--- config.mk ---
export PLATFORM = sky130hd
export DESIGN_NAME = ibex_lsu_lite
export DESIGN_NICKNAME = d
export VERILOG_FILES = /design/src/rtl/ibex_lsu_lite.sv
export SDC_FILE = /design/constraint.sdc
export NUM_CORES = 1
export LEC_CHECK = 0
export ABC_AREA = 0
export ABC_CLOCK_PERIOD_IN_PS = 3200
export CAP_MARGIN = 15
export CORE_ASPECT_RATIO = 1.1
export CORE_MARGIN = 2
export CORE_UTILIZATION = 29
export DETAILED_ROUTE_END_ITERATION = 7
export REMOVE_ABC_BUFFERS = 1
export SLEW_MARGIN = 20
export SYNTH_ARGS = -nofsm -noshare
export SYNTH_HDL_FRONTEND = slang
export SYNTH_SLANG_ARGS = --single-unit
--- constraint.sdc ---
create_clock -name clk_i -period 3.2 [get_ports clk_i]
set_clock_uncertainty 0.05 [all_clocks]
set_input_delay 0.96 -clock clk_i [delete_from_list [all_inputs] [get_ports clk_i]]
set_output_delay 0.96 -clock clk_i [all_outputs]
set_load 0.02 [all_outputs]
--- src/rtl/ibex_lsu_lite.sv ---
// Load/store unit with one outstanding aligned access, lane steering and load extension.
// Bus request is issued in the request cycle; the response is returned in the rvalid cycle.
// Backpressure: request held stable until grant, and lsu_req_i is ignored while busy.
// Optional macro IBEX_LSU_LITE_BUS_ERR_EN turns bus errors into load_err_o/store_err_o.
module ibex_lsu_lite #(
  parameter bit WritebackStage = 1'b0
) (
  input  logic        clk_i,
  input  logic        rst_ni,
  input  logic        lsu_req_i,
  input  logic        lsu_we_i,
  input  logic [1:0]  lsu_type_i,
  input  logic        lsu_sign_ext_i,
  input  logic [31:0] adder_result_ex_i,
  input  logic [31:0] lsu_wdata_i,
  output logic        lsu_req_done_o,
  output logic        lsu_resp_valid_o,
  output logic        rf_we_lsu_o,
  output logic [31:0] rf_wdata_lsu_o,
  output logic        load_err_o,
  output logic        store_err_o,
  output logic        misaligned_err_o,
  output logic        busy_o,
  output logic        data_req_o,
  input  logic        data_gnt_i,
  input  logic        data_rvalid_i,
  input  logic        data_err_i,
  output logic [31:0] data_addr_o,
  output logic        data_we_o,
  output logic [3:0]  data_be_o,
  output logic [31:0] data_wdata_o,
  input  logic [31:0] data_rdata_i
);

  typedef enum logic [1:0] {IDLE, WAIT_GNT, WAIT_RVALID} state_e;

  state_e      state_q, state_d;
  logic [1:0]  off_q, off_d;
  logic [1:0]  type_q, type_d;
  logic        sign_q, sign_d;
  logic        we_q, we_d;
  logic [31:0] addr_q, addr_d;
  logic [31:0] wdata_q, wdata_d;
  logic [3:0]  be_q, be_d;

  logic        misaligned, issue, mis_pulse, resp_fin, bus_err;
  logic [3:0]  be_in;
  logic [31:0] wdata_in, rdata_shift, load_ext;

`ifdef IBEX_LSU_LITE_BUS_ERR_EN
  assign bus_err = data_err_i;
`else
  logic unused_data_err;
  assign unused_data_err = data_err_i;
  assign bus_err         = 1'b0;
`endif

  // Decode the incoming request: byte enables, alignment and store lane steering.
  always_comb begin
    be_in      = 4'b1111;
    misaligned = |adder_result_ex_i[1:0];
    case (lsu_type_i)
      2'b01: begin
        be_in      = adder_result_ex_i[1] ? 4'b1100 : 4'b0011;
        misaligned = adder_result_ex_i[0];
      end
      2'b10: begin
        be_in      = 4'b0001 << adder_result_ex_i[1:0];
        misaligned = 1'b0;
      end
      default: ;
    endcase
    wdata_in = lsu_wdata_i << {adder_result_ex_i[1:0], 3'b000};
  end

  assign issue     = (state_q == IDLE) & lsu_req_i & ~misaligned;
  assign mis_pulse = (state_q == IDLE) & lsu_req_i & misaligned;
  assign resp_fin  = (state_q == WAIT_RVALID) & data_rvalid_i;

  // Next state and request capture; rvalid outside WAIT_RVALID is ignored.
  always_comb begin
    state_d = state_q;
    off_d   = off_q;
    type_d  = type_q;
    sign_d  = sign_q;
    we_d    = we_q;
    addr_d  = addr_q;
    wdata_d = wdata_q;
    be_d    = be_q;
    case (state_q)
      IDLE: begin
        if (issue) begin
          off_d   = adder_result_ex_i[1:0];
          type_d  = lsu_type_i;
          sign_d  = lsu_sign_ext_i;
          we_d    = lsu_we_i;
          addr_d  = {adder_result_ex_i[31:2], 2'b00};
          wdata_d = wdata_in;
          be_d    = be_in;
          state_d = data_gnt_i ? WAIT_RVALID : WAIT_GNT;
        end
      end
      WAIT_GNT:    if (data_gnt_i) state_d = WAIT_RVALID;
      WAIT_RVALID: if (data_rvalid_i) state_d = IDLE;
      default:     state_d = IDLE;
    endcase
  end

  // State and captured request registers.
  always_ff @(posedge clk_i or negedge rst_ni) begin
    if (!rst_ni) begin
      state_q <= IDLE;
      off_q   <= 2'b00;
      type_q  <= 2'b00;
      sign_q  <= 1'b0;
      we_q    <= 1'b0;
      addr_q  <= 32'h0;
      wdata_q <= 32'h0;
      be_q    <= 4'h0;
    end else begin
      state_q <= state_d;
      off_q   <= off_d;
      type_q  <= type_d;
      sign_q  <= sign_d;
      we_q    <= we_d;
      addr_q  <= addr_d;
      wdata_q <= wdata_d;
      be_q    <= be_d;
    end
  end

  // Bus fields: straight from the inputs in the issue cycle, from registers while waiting for grant.
  always_comb begin
    data_req_o   = 1'b0;
    data_addr_o  = 32'h0;
    data_we_o    = 1'b0;
    data_be_o    = 4'h0;
    data_wdata_o = 32'h0;
    if (issue) begin
      data_req_o   = 1'b1;
      data_addr_o  = {adder_result_ex_i[31:2], 2'b00};
      data_we_o    = lsu_we_i;
      data_be_o    = be_in;
      data_wdata_o = wdata_in;
    end else if (state_q == WAIT_GNT) begin
      data_req_o   = 1'b1;
      data_addr_o  = addr_q;
      data_we_o    = we_q;
      data_be_o    = be_q;
      data_wdata_o = wdata_q;
    end
  end

  // Load data: align the addressed lane down to bit 0, then zero/sign extend.
  always_comb begin
    rdata_shift = data_rdata_i >> {off_q, 3'b000};
    case (type_q)
      2'b10:   load_ext = {{24{sign_q & rdata_shift[7]}}, rdata_shift[7:0]};
      2'b01:   load_ext = {{16{sign_q & rdata_shift[15]}}, rdata_shift[15:0]};
      default: load_ext = rdata_shift;
    endcase
  end

  assign lsu_resp_valid_o = resp_fin | mis_pulse;
  assign misaligned_err_o = mis_pulse;
  assign rf_we_lsu_o      = resp_fin & ~we_q & ~bus_err;
  assign rf_wdata_lsu_o   = rf_we_lsu_o ? load_ext : 32'h0;
  assign load_err_o       = resp_fin & bus_err & ~we_q;
  assign store_err_o      = resp_fin & bus_err & we_q;
  assign busy_o           = (state_q != IDLE);
  assign lsu_req_done_o   = WritebackStage ? ((data_req_o & data_gnt_i) | mis_pulse)
                                           : lsu_resp_valid_o;

  a_bus_stable: assert property (@(posedge clk_i) disable iff (!rst_ni)
    data_req_o & ~data_gnt_i |=> data_req_o && $stable(data_addr_o) && $stable(data_we_o)
                                 && $stable(data_be_o) && $stable(data_wdata_o));
  a_single_outstanding: assert property (@(posedge clk_i) disable iff (!rst_ni)
    data_req_o |-> state_q != WAIT_RVALID);
  a_no_rvalid_before_gnt: assert property (@(posedge clk_i) disable iff (!rst_ni)
    state_q == WAIT_GNT |-> !data_rvalid_i);
  a_rf_we_resp: assert property (@(posedge clk_i) disable iff (!rst_ni)
    rf_we_lsu_o |-> lsu_resp_valid_o);

endmodule

======== Word-level counts from Yosys, hierarchy flattened ========
Cells that the tools add are included.
word-level totals
  output and inout bits ................... 109
  logic and storage cells ................. 55
  bits in registers ....................... 74
  input bits .............................. 106
cells by class
  multiplexer cells ....................... 20
  bitwise gates (word level) .............. 10
  shift-type cells ........................ 3
  eq/ne operators ......................... 9
  reductions and logical operators ........ 5
operators by type and width
  cell                   number
  $mux W32               5
  $pmux W32 S2           1
  $shl A32 B5 Y32        1
  $shr A32 B5 Y32        1
  $mux W4                3
  $mux W2                4
  $pmux W4 S2            1
  $and A1 B1 Y1          7
  $eq A2 B1 Y1 const B   3
  $eq A2 B2 Y1 const B   3
  $ne A2 B2 Y1 const B   3
  $pmux W2 S3            1
  $mux W1                4
  $shl A1 B2 Y4 const A  1
  $reduce_and A3 Y1      1
  $logic_not A2 Y1       1
  $not A1 Y1             2
  $pmux W1 S2            1
  $reduce_and A2 Y1      1
  $reduce_bool A2 Y1     1
  $reduce_or A2 Y1       1
  $or A1 B1 Y1           1

======== Depth between registers and ports, before layout ========
  word-level depth ........................ 6
  mapped depth ............................ 8
  gate-level depth less buffers ........... 6

======== Worst setup path after synthesis ========
OpenSTA, ideal clock, no wires.
  path kind ............................... input-to-output
  start ................................... input port lsu_type_i[0]
  end ..................................... output port data_be_o[2]
  slack ................................... -0.282 ns
  data required time ...................... 2.190 ns
  path buffers ............................ 1
  arrival time ............................ 2.472 ns
  cell stages on the path ................. 6
  cells stage by stage .................... inv_1 ha_1 o21ai_1 nand3_1 clkbuf_1 o21ai_0
between the ends
  cells in the longest elaborated chain, start to end .. 5
  elaborated cells on any way between the ends .. 7
  classes of those cells .................. eq/ne (2); mux (3); bitwise (2)
ends and longest elaborated chain
  element                                              line  RTL
  start: declaration                                   12    input logic [1:0] lsu_type_i,
  $eq A2 B2 Y1 / $eq A2 B1 Y1 (equally long branches)  62    case (lsu_type_i)
  $pmux W1 S2                                          62
  $not A1 Y1                                           76    assign issue = (state_q == IDLE) & lsu_req_i & ~misaligned;
  $and A1 B1 Y1                                        76
  $mux W4 (*)                                          139   if (issue) begin
  end: declaration                                     30    output logic [3:0] data_be_o,
Mark *: on every way between the ends. The rest lies on a longest branch, timed or not.

======== Worst setup path in the final report ========
  start ................................... input port lsu_type_i[0]
  end ..................................... output port data_addr_o[18]
between the ends
  cells in the longest elaborated chain, start to end .. 5
  elaborated cells on any way between the ends .. 6
  classes of those cells .................. eq/ne (2); mux (2); bitwise (2)
ends and longest elaborated chain
  element                                              line  RTL
  $eq A2 B2 Y1 / $eq A2 B1 Y1 (equally long branches)  62
  $pmux W1 S2 (*)                                      62
  $not A1 Y1 (*)                                       76
  $and A1 B1 Y1 (*)                                    76
  $mux W32 (*)                                         139
  end: declaration                                     28    output logic [31:0] data_addr_o,
Marked as above.

==> flow_summary.yaml <==
run_status:
  status: "finished with violations"
  failed_checks: "negative setup slack"
synthesis:
  synth.yosys.warnings: 0
  ys_ff_latch: 74
  postSynthCellCount: 595
  postSynthAreaPerCell_sq_um: 8.05
  number_of_synthesized_flops_with_an_enable_pin: 0
  yosysUniqueCellTypes: 38
  synth.top_cells.by_count: "nand2_1, dfrtp_1, a211oi_1"
  async_reset_ff_share_pct: 100
  synth.cell_area_sq_um: 4790
  synth_top_flop_cell: "dfrtp_1"
  cell_taking_the_most_area_after_synthesis: "dfrtp_1"
  synth.most_common_cell: "nand2_1"
  synth.top_cells.by_area: "dfrtp_1, nand2_1, mux2i_1"
  synth_top_area_share_pct: 38.7
  yosysSeqAreaShare_pct: 38.7
critical_path:
  crit_top_cell: "buf_6"
  setup.worst_path.class: "input pin to primary output"
  slowest_stage: "and3_4"
  crit_required_ns: 2.19
  path_cells: "buf_8 > buf_6 > ha_4 > o21ai_2 > buf_6 > and3_4 > buf_8 > clkbuf_16 > nand2_2 > nand2_2 > buf_6"
  reg2reg_to: "wdata_q[18]"
  timing.reg2reg.setup_slack_ns: 1.21
  crit_path_max_incr_delay_ns: 0.25
  start_kind: "input pin"
  r2r_cells: 8
  worstPathMaxFanout: 6
  critPathArrivalTime_ns: 2.41
  reg2reg_from: "state_q[1]"
  setup.worst_path.end_class: "primary output"
layout:
  area_delta_synth_final_pct: 101
  finish.net_count: 1052
  n_fill_cell: 1328
  multiInputGateArea_sq_um: 3480
  layout.cell_area.non_filler_sq_um: 9620
  sequential_cell_area_sq_um: 1850
  final_layout_size_suffix_gt1_share_pct: 46.8
  final_cell_count_no_fill: 1152
sta:
  setup_violations: 59
  tightest_slew_ns: 0.967
  final_min_period_over_clock_period_pct: 107
  timing.max_slew.rel_slack_pct: 35.5
  fin_crit_ns: 3.42
  postLayoutSetupSlackWorst_ns: -0.223
  rsz0062_at_grt: "true"
  final-hold-violation-count: 0
  max_freq_ghz: 0.292
  drv_slew: 0
global_route:
  grt_overflow_total: 0
  first_global_vias: 6055
  antenna_found_initial: 1
  maximum_number_of_pins_on_one_net_before_global_route_repair: 75
  grt_first_pass_wirelength_mm: 30.4
  grt_use_total_pct: 21.4
power:
  cell_area_power_density_nw_per_um2: 540
  total_leakage_power_nw: 4.92
  vdd_ir_drop_max_mv: 0.293
worst_hold_path:
  hold-path-cell-count: 2
  hold-path-endpoint: "addr_q[30]"
  hold_class: "flip-flop to flip-flop"
  hold_path.startpoint: "addr_q[30]"
routing:
  routed-via-count: 5765
  drt_iter0_markers: 255
  routed_wl_mm: 19.8
  drc: 0
  drt_pre_antenna_iters: 4
  routed_via_density: 5.00
  ant_nets: 0
  routedWlPerCell_um: 17.2
floorplan:
  floorplan.initialDensity_pct: 29.5
  num_io_pins: 215
  die_h_um: 139
  die_area_sq_um: 17600
  rows: 49
  chipWidth_um: 127
  floorplan.core_area_sq_um: 16200
cts:
  clock_tree.htree_level_count: 3
  clkTransAtPathRegs_ns: 0.06
  clock_insertion_delay_worst_skew_ns: 0.33
  clockRootBuffer: "clkbuf_16"
  cts_hold_repair.buffers: 0
  cts_sink_count: 74
  cts-buffers-inserted: 9
  tritoncts: "done"
  clk_path_buf_depth: 2
placement:
  dp_hpwl_mm: 12.3
  dpl_cell_area_sq_um: 7840
  final_weighted_congestion_in_routability_driven_placement: 0.891
  numPortBuffers: 209
  post-place-cells: 1071
run:
  timing.max_cap.violations: 0
==> through the flow <==
step                power, mW  util [%]  setup TNS [ns]  hold WS, ns  setup slack, ns
floorplan                2.52         -         -108.10        0.396            -1.91
global placement         3.56      48.3          -97.84        0.408            -1.15
detailed placement       3.60      48.3          -98.58        0.414            -1.18
CTS                      5.16      56.8           -9.06        0.432           -0.269
global route             5.48      59.2          -10.69        0.446           -0.293
finish                   5.19      59.2           -7.85        0.426           -0.223
==> state kept, by name, summed over array words and instances (netlist names) <==
register / flops
sign_q: 1
we_q: 1
type_q: 2
wdata_q: 32
be_q: 4
off_q: 2
addr_q: 30
state_q: 2
==> how the worst max path moves through the flow <==
stage	cells past startpoint	endpoint	from
2_1_floorplan	5	data_be_o[2]	lsu_type_i[0]
3_3_place_gp	10	data_wdata_o[29]	lsu_type_i[0]
3_5_place_dp	10	data_wdata_o[25]	lsu_type_i[0]
4_1_cts	11	data_wdata_o[31]	lsu_type_i[0]
5_1_grt	10	data_be_o[2]	lsu_type_i[0]
6_report	11	data_addr_o[18]	lsu_type_i[0]
==> power by group <==
group | internal [mW] | switching, mW
Sequential | 1.25 | 0.208
Combinational | 1.29 | 1.36
Clock | 0.682 | 0.396
==> critical path: cells and delay by family <==
family | cells | cell delay (ns)
buf+inv | 6 | 0.76
simple gates | 3 | 0.38
compound gates | 1 | 0.15
fa+ha+maj | 1 | 0.15
==> placed cells by master (no fill, tap or decap), types with 20 or more instances in the layout <==
cell type / n
buf_6: 79
nand2_2: 34
mux2i_1: 22
buf_2: 27
a21o_1: 37
nand2_4: 30
o21ai_0: 20
buf_4: 161
dfrtp_1: 74
clkdlybuf4s50_1: 90
nand2_1: 147
==> timing repair <==
| item | CTS | global route |
|---|---|---|
| setup endpoints to repair | 104 | 85 |
| pin swaps | 40 | 59 |
| setup buffers | 37 | 22 |
| gates cloned | 11 | 1 |
| endpoints found under the hold margin | 0 | 0 |
| resized for setup | 761 | 97 |
==> cell type report <==
| cell class | instances | share of cell area (%) |
|---|---|---|
| well taps | 204 | 2.65 |
| repair buffers | 386 | 38.3 |
| clock inverters | 5 | 0.820 |
| flip-flops and latches | 74 | 19.3 |
| inverters | 8 | 0.390 |
| multi-input cells | 463 | 36.2 |
| clock buffers | 11 | 2.42 |
| diodes | 1 | 0.0260 |
==> per-layer routing <==
| metal | global-route usage [%] | vias to the layer above | part of all wire (%) |
|---|---|---|---|
| met4 | 9.37 | 0 | 3.9 |
| li1 | - | 2723 | - |
| met3 | 4.44 | 59 | 6.2 |
| met2 | 37.3 | 236 | 50 |
| met5 | 0 | - | 0 |
| met1 | 25.2 | 2747 | 40 |
==> cells by family after synthesis <==
kind of cell / share of synthesized area (%)
adder cells (fa/ha/maj): 1.04
other: 0.0783
multiplexers: 7.39
AO/OA/AOI/OAI: 23.5
flip-flops: 38.7
AND/OR/NAND/NOR: 23.0
buffers and inverters: 6.32
Note: power is estimated with default switching activity, not from simulation.
